**src/rtl/cnn_ctrl_pkg.sv**
```systemverilog
// Shared types and constants for the convolution control FSM: state
// encoding, default frame/kernel geometry and a counter-width helper.
package cnn_ctrl_pkg;

  localparam int DEF_IMG_W   = 32;
  localparam int DEF_IMG_H   = 32;
  localparam int DEF_KERNEL  = 5;
  localparam int DEF_NUM_CH  = 6;
  localparam int DEF_POOL_EN = 1;

  // One-hot encoding keeps each Moore output a single-bit decode.
  typedef enum logic [4:0] {
    S_IDLE = 5'b00001,
    S_LOAD = 5'b00010,
    S_FILL = 5'b00100,
    S_CONV = 5'b01000,
    S_DONE = 5'b10000
  } state_e;

  // Bits needed to count 0..n-1, never less than one bit.
  function automatic int cnt_w(input int n);
    return (n > 2) ? $clog2(n) : 1;
  endfunction

endpackage

```
**src/rtl/fsm_pxl_counter.sv**
```systemverilog
// Column/row position of the next pixel in the frame. Column wraps at
// IMG_W-1 and bumps the row; after the last pixel both return to 0.
module fsm_pxl_counter
  import cnn_ctrl_pkg::*;
#(
  parameter int IMG_W = DEF_IMG_W,
  parameter int IMG_H = DEF_IMG_H
) (
  input  logic                       clk,
  input  logic                       rst_n,
  input  logic                       clr_i,
  input  logic                       adv_i,
  output logic [cnt_w(IMG_W)-1:0]    col_o,
  output logic [cnt_w(IMG_H)-1:0]    row_o,
  output logic                       last_o
);

  localparam int COL_W = cnt_w(IMG_W);
  localparam int ROW_W = cnt_w(IMG_H);
  localparam logic [COL_W-1:0] COL_LAST = COL_W'(IMG_W - 1);
  localparam logic [ROW_W-1:0] ROW_LAST = ROW_W'(IMG_H - 1);

  logic [COL_W-1:0] col_q, col_d;
  logic [ROW_W-1:0] row_q, row_d;

  // Next position: clear wins over advance; hold when neither is asserted.
  always_comb begin
    // NOTE: every comb output gets a default first, so no path leaves it
    // unassigned and no latch is inferred.
    col_d = col_q;
    row_d = row_q;
    if (clr_i) begin
      col_d = '0;
      row_d = '0;
    end else if (adv_i) begin
      if (col_q == COL_LAST) begin
        col_d = '0;
        row_d = (row_q == ROW_LAST) ? '0 : row_q + 1'b1;
      end else begin
        col_d = col_q + 1'b1;
      end
    end
  end

  // Position registers.
  always_ff @(posedge clk or negedge rst_n) begin
    // NOTE: sequential state uses non-blocking assignments so every flop
    // samples pre-edge values regardless of block evaluation order.
    if (!rst_n) begin
      col_q <= '0;
      row_q <= '0;
    end else begin
      col_q <= col_d;
      row_q <= row_d;
    end
  end

  assign col_o  = col_q;
  assign row_o  = row_q;
  assign last_o = (col_q == COL_LAST) && (row_q == ROW_LAST);

endmodule

```
**src/rtl/fsm_conv_ctrl.sv**
```systemverilog
// Frame sequencer for a per-channel convolution pass: preload counters,
// load weights, fill the line buffer up to the first full window, stream
// the rest of the frame, then step to the next channel.
module fsm_conv_ctrl
  import cnn_ctrl_pkg::*;
#(
  parameter int IMG_W   = DEF_IMG_W,
  parameter int IMG_H   = DEF_IMG_H,
  parameter int KERNEL  = DEF_KERNEL,
  parameter int NUM_CH  = DEF_NUM_CH,
  parameter int POOL_EN = DEF_POOL_EN
) (
  input  logic                      fsm_clk,
  input  logic                      fsm_rst_b,
  input  logic                      sof_i,
  input  logic                      data_valid_i,
  input  logic                      sram_cnt_done_i,
  input  logic                      conv_compute_out_valid_i,
  output logic                      load_counters_ctrl_o,
  output logic                      load_sram_reg_en_ctrl_o,
  output logic                      lb_pxl_cnt_en_ctrl_o,
  output logic                      lb_pool_cnt_en_ctrl_o,
  output logic                      win_valid_o,
  output logic [cnt_w(NUM_CH)-1:0]  ch_idx_o,
  output logic                      frame_done_o,
  output logic                      sof_err_o
);

  localparam int COL_W = cnt_w(IMG_W);
  localparam int ROW_W = cnt_w(IMG_H);
  localparam int CH_W  = cnt_w(NUM_CH);
  localparam logic [COL_W-1:0] COL_KM1 = COL_W'(KERNEL - 1);
  localparam logic [ROW_W-1:0] ROW_KM1 = ROW_W'(KERNEL - 1);
  localparam logic [CH_W-1:0]  CH_LAST = CH_W'(NUM_CH - 1);
  localparam bit               POOL_ON = (POOL_EN != 0);

  state_e            state_q, state_d;
  logic [CH_W-1:0]   ch_idx_q, ch_idx_d;
  logic              pool_q, pool_d;
  logic              win_valid_q, win_valid_d;
  logic              sof_err_q, sof_err_d;

  logic [COL_W-1:0]  col;
  logic [ROW_W-1:0]  row;
  logic              last_pxl;
  logic              accept;
  logic              fill_last;
  logic              win_hit;
  logic              cnt_clr;

  // Pixels only count while the line buffer is being filled or streamed.
  assign accept    = data_valid_i && ((state_q == S_FILL) || (state_q == S_CONV));
  assign fill_last = (row == ROW_KM1) && (col == COL_KM1);
  assign win_hit   = (row >= ROW_KM1) && (col >= COL_KM1);
  assign cnt_clr   = (state_d == S_LOAD) && (state_q != S_LOAD);

  fsm_pxl_counter #(
    .IMG_W (IMG_W),
    .IMG_H (IMG_H)
  ) u_pxl_cnt (
    .clk    (fsm_clk),
    .rst_n  (fsm_rst_b),
    .clr_i  (cnt_clr),
    .adv_i  (accept),
    .col_o  (col),
    .row_o  (row),
    .last_o (last_pxl)
  );

  // State register.
  always_ff @(posedge fsm_clk or negedge fsm_rst_b) begin
    if (!fsm_rst_b) begin
      state_q <= S_IDLE;
    end else begin
      state_q <= state_d;
    end
  end

  // Next-state logic and Moore outputs decoded from the current state.
  always_comb begin
    state_d                 = state_q;
    load_counters_ctrl_o    = 1'b0;
    load_sram_reg_en_ctrl_o = 1'b0;
    lb_pxl_cnt_en_ctrl_o    = 1'b0;
    frame_done_o            = 1'b0;
    case (state_q)
      S_IDLE: begin
        load_counters_ctrl_o = 1'b1;
        if (sof_i) state_d = S_LOAD;
      end
      S_LOAD: begin
        load_sram_reg_en_ctrl_o = 1'b1;
        if (sram_cnt_done_i) state_d = S_FILL;
      end
      S_FILL: begin
        lb_pxl_cnt_en_ctrl_o = 1'b1;
        if (accept && fill_last) state_d = S_CONV;
      end
      S_CONV: begin
        lb_pxl_cnt_en_ctrl_o = 1'b1;
        if (accept && last_pxl) state_d = S_DONE;
      end
      S_DONE: begin
        frame_done_o = 1'b1;
        state_d      = (ch_idx_q == CH_LAST) ? S_IDLE : S_LOAD;
      end
      default: begin
        load_counters_ctrl_o = 1'b1;
        state_d              = S_IDLE;
      end
    endcase
  end

  // Channel index, pool sticky flag and the two registered status pulses.
  always_comb begin
    ch_idx_d    = ch_idx_q;
    pool_d      = pool_q;
    win_valid_d = accept && win_hit;
    sof_err_d   = sof_i && (state_q != S_IDLE);
    if (state_q == S_DONE) begin
      pool_d   = 1'b0;
      ch_idx_d = (ch_idx_q == CH_LAST) ? '0 : ch_idx_q + 1'b1;
    end else if (POOL_ON && (state_q == S_CONV) && conv_compute_out_valid_i) begin
      pool_d = 1'b1;
    end
  end

  // Status registers; reset aborts any channel pass without a done pulse.
  always_ff @(posedge fsm_clk or negedge fsm_rst_b) begin
    if (!fsm_rst_b) begin
      ch_idx_q    <= '0;
      pool_q      <= 1'b0;
      win_valid_q <= 1'b0;
      sof_err_q   <= 1'b0;
    end else begin
      ch_idx_q    <= ch_idx_d;
      pool_q      <= pool_d;
      win_valid_q <= win_valid_d;
      sof_err_q   <= sof_err_d;
    end
  end

  assign ch_idx_o              = ch_idx_q;
  assign win_valid_o           = win_valid_q;
  assign sof_err_o             = sof_err_q;
  assign lb_pool_cnt_en_ctrl_o = POOL_ON && pool_q && (state_q == S_CONV);

endmodule
```
**config.mk**
```make
export PLATFORM = sky130hd
export DESIGN_NAME = fsm_conv_ctrl
export DESIGN_NICKNAME = d
export VERILOG_FILES = /design/src/rtl/cnn_ctrl_pkg.sv /design/src/rtl/fsm_pxl_counter.sv /design/src/rtl/fsm_conv_ctrl.sv
export SDC_FILE = /design/constraint.sdc
export NUM_CORES = 1
export LEC_CHECK = 0
export ABC_AREA = 0
export CAP_MARGIN = 25
export CORE_MARGIN = 2
export CORE_UTILIZATION = 60
export CTS_BUF_LIST = sky130_fd_sc_hd__clkbuf_4 sky130_fd_sc_hd__clkbuf_8
export DETAILED_ROUTE_END_ITERATION = 12
export HOLD_SLACK_MARGIN = 0.15
export PLACE_DENSITY = 0.86
export SLEW_MARGIN = 5
export SYNTH_ARGS = -nofsm -noshare
export SYNTH_HDL_FRONTEND = slang
export SYNTH_HIERARCHICAL = 1
export SYNTH_SLANG_ARGS = --single-unit
```
**constraint.sdc**
```tcl
create_clock -name fsm_clk -period 3.3 [get_ports fsm_clk]
set_input_delay 0.99 -clock fsm_clk [delete_from_list [all_inputs] [get_ports fsm_clk]]
set_output_delay 0.99 -clock fsm_clk [all_outputs]
set_load 0.005 [all_outputs]
```
* Yosys cells after proc, flatten, opt, wreduce, memory -nomap -nowiden
Index checks and enable logic that the tools add are counted.
** Storage, ports and cells
- Output and inout bits :: 10
- RAM bits :: 0
- Bits in latches :: 0
- Register bits after elaboration :: 21
- Bits of input ports :: 6
- Logic and storage cells :: 63
- Bits in read-only memories :: 0
- Memories kept :: 0
** Cells by class
- Reductions and logical operators :: 18
- Add/sub/neg operators :: 3
- Shift-type cells :: 0
- $lt $le $gt $ge :: 2
- Multiplexer cells :: 20
- Multiply operators :: 0
- Bitwise gates (word level) :: 0
- Div/mod/pow operators :: 0
- Equality and inequality tests :: 13
** Operators with widths (count)
- $mux 5 :: 11
- $pmux 5 s5 :: 1
- $eq 5x3->1 const B :: 3
- $eq 5x5->1 const B :: 3
- $logic_and 1x1->1 :: 11
- $add 5x1->5 const B :: 2
- $eq 5x2->1 const B :: 2
- $ge 5x3->1 const B :: 2
- $mux 1 :: 6
- $reduce_bool 2->1 :: 3
- $eq 5x1->1 const B :: 1
- $eq 5x4->1 const B :: 1
- $ne 5x1->1 const B :: 1
- $ne 5x2->1 const B :: 1
- $reduce_or 4->1 :: 1
- $add 3x1->3 const B :: 1
- $eq 3x3->1 const B :: 1
- $mux 3 :: 1
- $mux 2 :: 1
- $reduce_and 2->1 :: 1
- $reduce_or 2->1 :: 1
- $logic_or 1x1->1 :: 1

* Depth between registers and ports, before layout
Gate-level depths: netlist of the first run.
- Depth after elaboration :: 10
- Mapped depth :: 8
- Mapped depth without buffers :: 6

* Hierarchy
Netlist of the first run, hierarchy kept.
** Modules (own cells, without submodules)
- fsm_conv_ctrl :: cells an instance 59, area each 621.8 sq um, instances 1, seq. area each 276.5 sq um
- fsm_pxl_counter :: cells an instance 54, area each 540.5 sq um, instances 1, seq. area each 250.2 sq um

* Worst setup path before layout of the first run
No wires, ideal clock.
- Path type :: reg-to-output
- Start point :: reg state_q[1]
- End point :: out lb_pool_cnt_en_ctrl_o
- Required time :: 2.310 ns
- Data arrival time :: 1.267 ns
- Stages on the path, launching flop included :: 5
- Slack :: 1.043 ns
- Path buffers :: 1
- Cells stage by stage :: dfrtp_1 > buf_2 > or3_4 > nor3b_2 > and2_1
** On the way
- Longest elaborated chain between the ends :: 2
** RTL lines
- from (decl) :: RTL line fsm_conv_ctrl.sv:37 : state_e state_q, state_d;
- from (signal assigned) :: RTL line fsm_conv_ctrl.sv:75 : state_q <= state_d;
- $eq 5x4->1 :: RTL line fsm_conv_ctrl.sv:146 : assign lb_pool_cnt_en_ctrl_o = POOL_ON && pool_q && (state_q == S_CONV);
- $logic_and 1x1->1 :: RTL line fsm_conv_ctrl.sv:146
- to (decl) :: RTL line fsm_conv_ctrl.sv:22 : output logic lb_pool_cnt_en_ctrl_o,
No other way between the ends.

* Worst setup path in the final report of the first run
Ends and elaborated chain as after synthesis.

==> metrics.md, run 1 <==
| Metric | Value |
|---|---|
| Critical Path Source | `state_q[1]$_DFF_PN0_` |
| Top post-synthesis cells by area | `dfrtp_1 (43%), ha_1 (4.3%), a21oi_1 (3.9%)` |
| Worst R2R Path Depth | `6` |
| Max Slew Vio Count | `0` |
| Via count | `926` |
| Die area | `0.00231 mm²` |
| Final layout net count | `143` |
| Syn_area_per_cell | `10.3 µm²` |
| Hold Crit Class | `reg2reg` |
| FF-to-FF Start | `u_pxl_cnt/col_o[0]$_DFFE_PN0P_` |
| GRT Resource Usage Total | `24.1%` |
| Hold_buf cts | `0` |
| Power Density | `419 mW/mm²` |
| # H-tree levels | `1` |
| Post-CTS setup repair buffer count | `0` |
| Least-Margin Pin Slew | `357 ps` |
| Layout area overhead | `18.5%` |
| Post-synth top area cell | `dfrtp_1` |
| Final Instance Count excl. Fillers | `157` |
| RR Endpoint | `u_pxl_cnt/row_o[2]$_DFFE_PN0P_` |
| Post-DP HPWL | `1800 µm` |
| CP endpoint | `lb_pool_cnt_en_ctrl_o` |
| Final Skew | `3.12 ps` |
| Chip Width | `48.0 µm` |
| Root buffer cell | `clkbuf_4` |
| CTS sink cnt | `21` |
| Minimum clock period | `3130 ps` |
| Vias/cell | `5.90` |
| Hold path depth | `2` |
| # IOs | `16` |
| Mapped Nets | `123` |
| RSZ-0062 raised after global routing | `false` |
| Setup violations, final | `0` |
| Remaining DRCs | `0` |
| Register area share after synthesis | `45.3%` |
| Starting density of the core | `65.2%` |
| Post-CTS sizing | `0` |
| Total core area | `0.00178 mm²` |
| Nature of the critical path endpoint | `primary output` |
| Setup TNS Final | `0 ps` |
| Max Clock Freq | `320 MHz` |
| Cts bufs inserted | `3` |
| Most frequent cells in the layout | `dfrtp_1 (20), clkdlybuf4s50_1 (15), nor2_1 (9), a21oi_1 (9), nor3_1 (6)` |
| Startpoint Class | `register` |
| Fraction of registers with async set/reset | `100%` |
| Area of the mapped netlist | `0.00116 mm²` |
| Vias in the first global route | `819` |
| Largest net degree at the start of global routing | `22` |
| Gpl congestion | `0.775` |
| WL final | `2430 µm` |
| Post-synth top flop | `dfrtp_1` |
| Max-cap viol count | `0` |
| Die H | `48.0 µm` |
| Leak pwr | `0.659 nW` |
| Synth unique cells | `44` |
| Proportion of layout cells with a drive suffix above 1 | `15.9%` |
| Critical path type | `reg2out` |
| Clk pin slew, worst setup/hold paths | `110 ps` |
| Row Count | `15` |
| WP data arrival | `2140 ps` |
| DR top layer | `met4` |
| Final hold viol count | `0` |
| Synth top area share | `43.1%` |
| Met3 Routed Length | `79 µm` |
| Placed cells | `153` |
| Status | `complete, no violations` |
| Final worst path period share | `94.8%` |
| Slew headroom | `76.0%` |
| Critical path peak fanout | `8` |
| DRT antenna net count | `0` |
| Synth Register Bits | `21` |
| Wire per inst | `15.5 µm` |
| R2R Setup Slk | `1280 ps` |
| Commonest non-fill, non-tap cell in the layout | `dfrtp_1` |
| Drt pass-1 iters | `4` |
| CTS Buffer Depth | `2` |
| First-pass GRT wire length | `3750 µm` |
| Yosys warning total | `6` |
| Clk Latency, worst-skew pair | `300 ps` |
| Initial antenna violation count | `0` |
| Detailed Route Iter0 Violations | `25` |
| Overall overflow remaining after global route | `0` |
| Diodes inserted | `0` |
| EDFF count, synth | `0` |
| Routed wire length on met2 | `1240 µm` |
| Cells after Synth | `113` |
| CP required | `2310 ps` |
| DRT met1 WL | `1070 µm` |
| Number of port buffers | `15` |
| CTS tree | `done` |
| Worst IR Drop VDD | `0.303 mV` |
stage by stage:
step	hold WS [ps]	cell area (µm²)	total power [mW]	utilization, %	setup WS, ps
final	515	1380	0.578	77.3	172
after global routing	547	1380	0.612	77.3	57.8
after CTS	520	1380	0.582	77.3	167
after detailed placement	496	1350	0.459	75.7	521
after global placement	478	1350	0.449	75.7	562
after floorplan	454	1160	0.403	-	1040
sequential cells by signal, summed over array words and instances, names as in the netlist:
register	count
ch_idx_o	3
pool_q	1
sof_err_o	1
state_q	5
u_pxl_cnt/col_o	5
u_pxl_cnt/row_o	5
win_valid_o	1
cell type report:
cell class | instances | area, µm²
inverter | 4 | 15.0
timing repair buffer | 18 | 173
fill | 122 | 405
tap | 25 | 31.3
multi-input combinational | 85 | 604
clock inverter | 1 | 5.00
clock buffer | 3 | 22.5
sequential | 21 | 527
power breakdown:
group | leakage, nW | internal, mW | switching, mW
combinational | 0.354 | 0.0694 | 0.0710
clock | 0.0177 | 0.0453 | 0.0766
sequential | 0.288 | 0.281 | 0.0344
kinds of logic (layout without fill, tap and decap cells):
| logic type | count (synthesis) | after routing | share of synthesized area [%] |
|---|---|---|---|
| AOI/OAI and AO/OA | 19 | 19 | 9.58 |
| buffers and inverters | 7 | 26 | 2.69 |
| muxes | 6 | 6 | 6.03 |
| adders and majority gates | 4 | 4 | 4.31 |
| xor gates and xnor gates | 2 | 2 | 1.51 |
| DFF | 21 | 21 | 45.3 |
| and+or+nand+nor | 54 | 54 | 30.6 |
critical path, stage by stage (launching register included):
cell             delay, ps
dfrtp_1                500
or3_4                  450
nor3b_2                240
and2_1                 160
clkdlybuf4s50_1        490
layer usage:
metal | global-route usage [%] | vias to the layer above
li1 | - | 451
met1 | 28.4 | 447
met2 | 42.1 | 23
met3 | 4.15 | 5
met4 | 11.9 | 0
met5 | 0 | -
worst min-delay path by stage:
stage	end	from
CTS	pool_q$_DFFE_PN0P_	pool_q$_DFFE_PN0P_
floorplan	pool_q$_DFFE_PN0P_	pool_q$_DFFE_PN0P_
global placement	pool_q$_DFFE_PN0P_	pool_q$_DFFE_PN0P_
finish	pool_q$_DFFE_PN0P_	pool_q$_DFFE_PN0P_
detailed placement	pool_q$_DFFE_PN0P_	pool_q$_DFFE_PN0P_
global route	pool_q$_DFFE_PN0P_	pool_q$_DFFE_PN0P_
synthesized netlist by cell type, types with 2 or more instances:
| master | instances |
|---|---|
| dfrtp_1 | 20 |
| a21oi_1 | 9 |
| nor2_1 | 9 |
| nor3_1 | 6 |
| nand3_1 | 5 |
| and3_1 | 4 |
| ha_1 | 4 |
| inv_1 | 4 |
| mux2i_1 | 4 |
| nand2_1 | 4 |
| nand3b_1 | 4 |
| o21ai_0 | 3 |
| a21o_1 | 2 |
| mux2_4 | 2 |
| nand4_1 | 2 |
| nor3b_1 | 2 |
| nor3b_2 | 2 |
Note: power is estimated with default switching activity, not from simulation.
==> run 2: changes to the inputs <==
--- a/config.mk
+++ b/config.mk
@@ -13,8 +13,10 @@
 export DETAILED_ROUTE_END_ITERATION = 12
 export HOLD_SLACK_MARGIN = 0.15
 export PLACE_DENSITY = 0.86
+export SETUP_SLACK_MARGIN = 0.02
 export SLEW_MARGIN = 5
 export SYNTH_ARGS = -nofsm -noshare
 export SYNTH_HDL_FRONTEND = slang
 export SYNTH_HIERARCHICAL = 1
 export SYNTH_SLANG_ARGS = --single-unit
+export TNS_END_PERCENT = 100
==> results of run 2 <==
The final DEF is identical to that of run 1; final timing and power are the same.
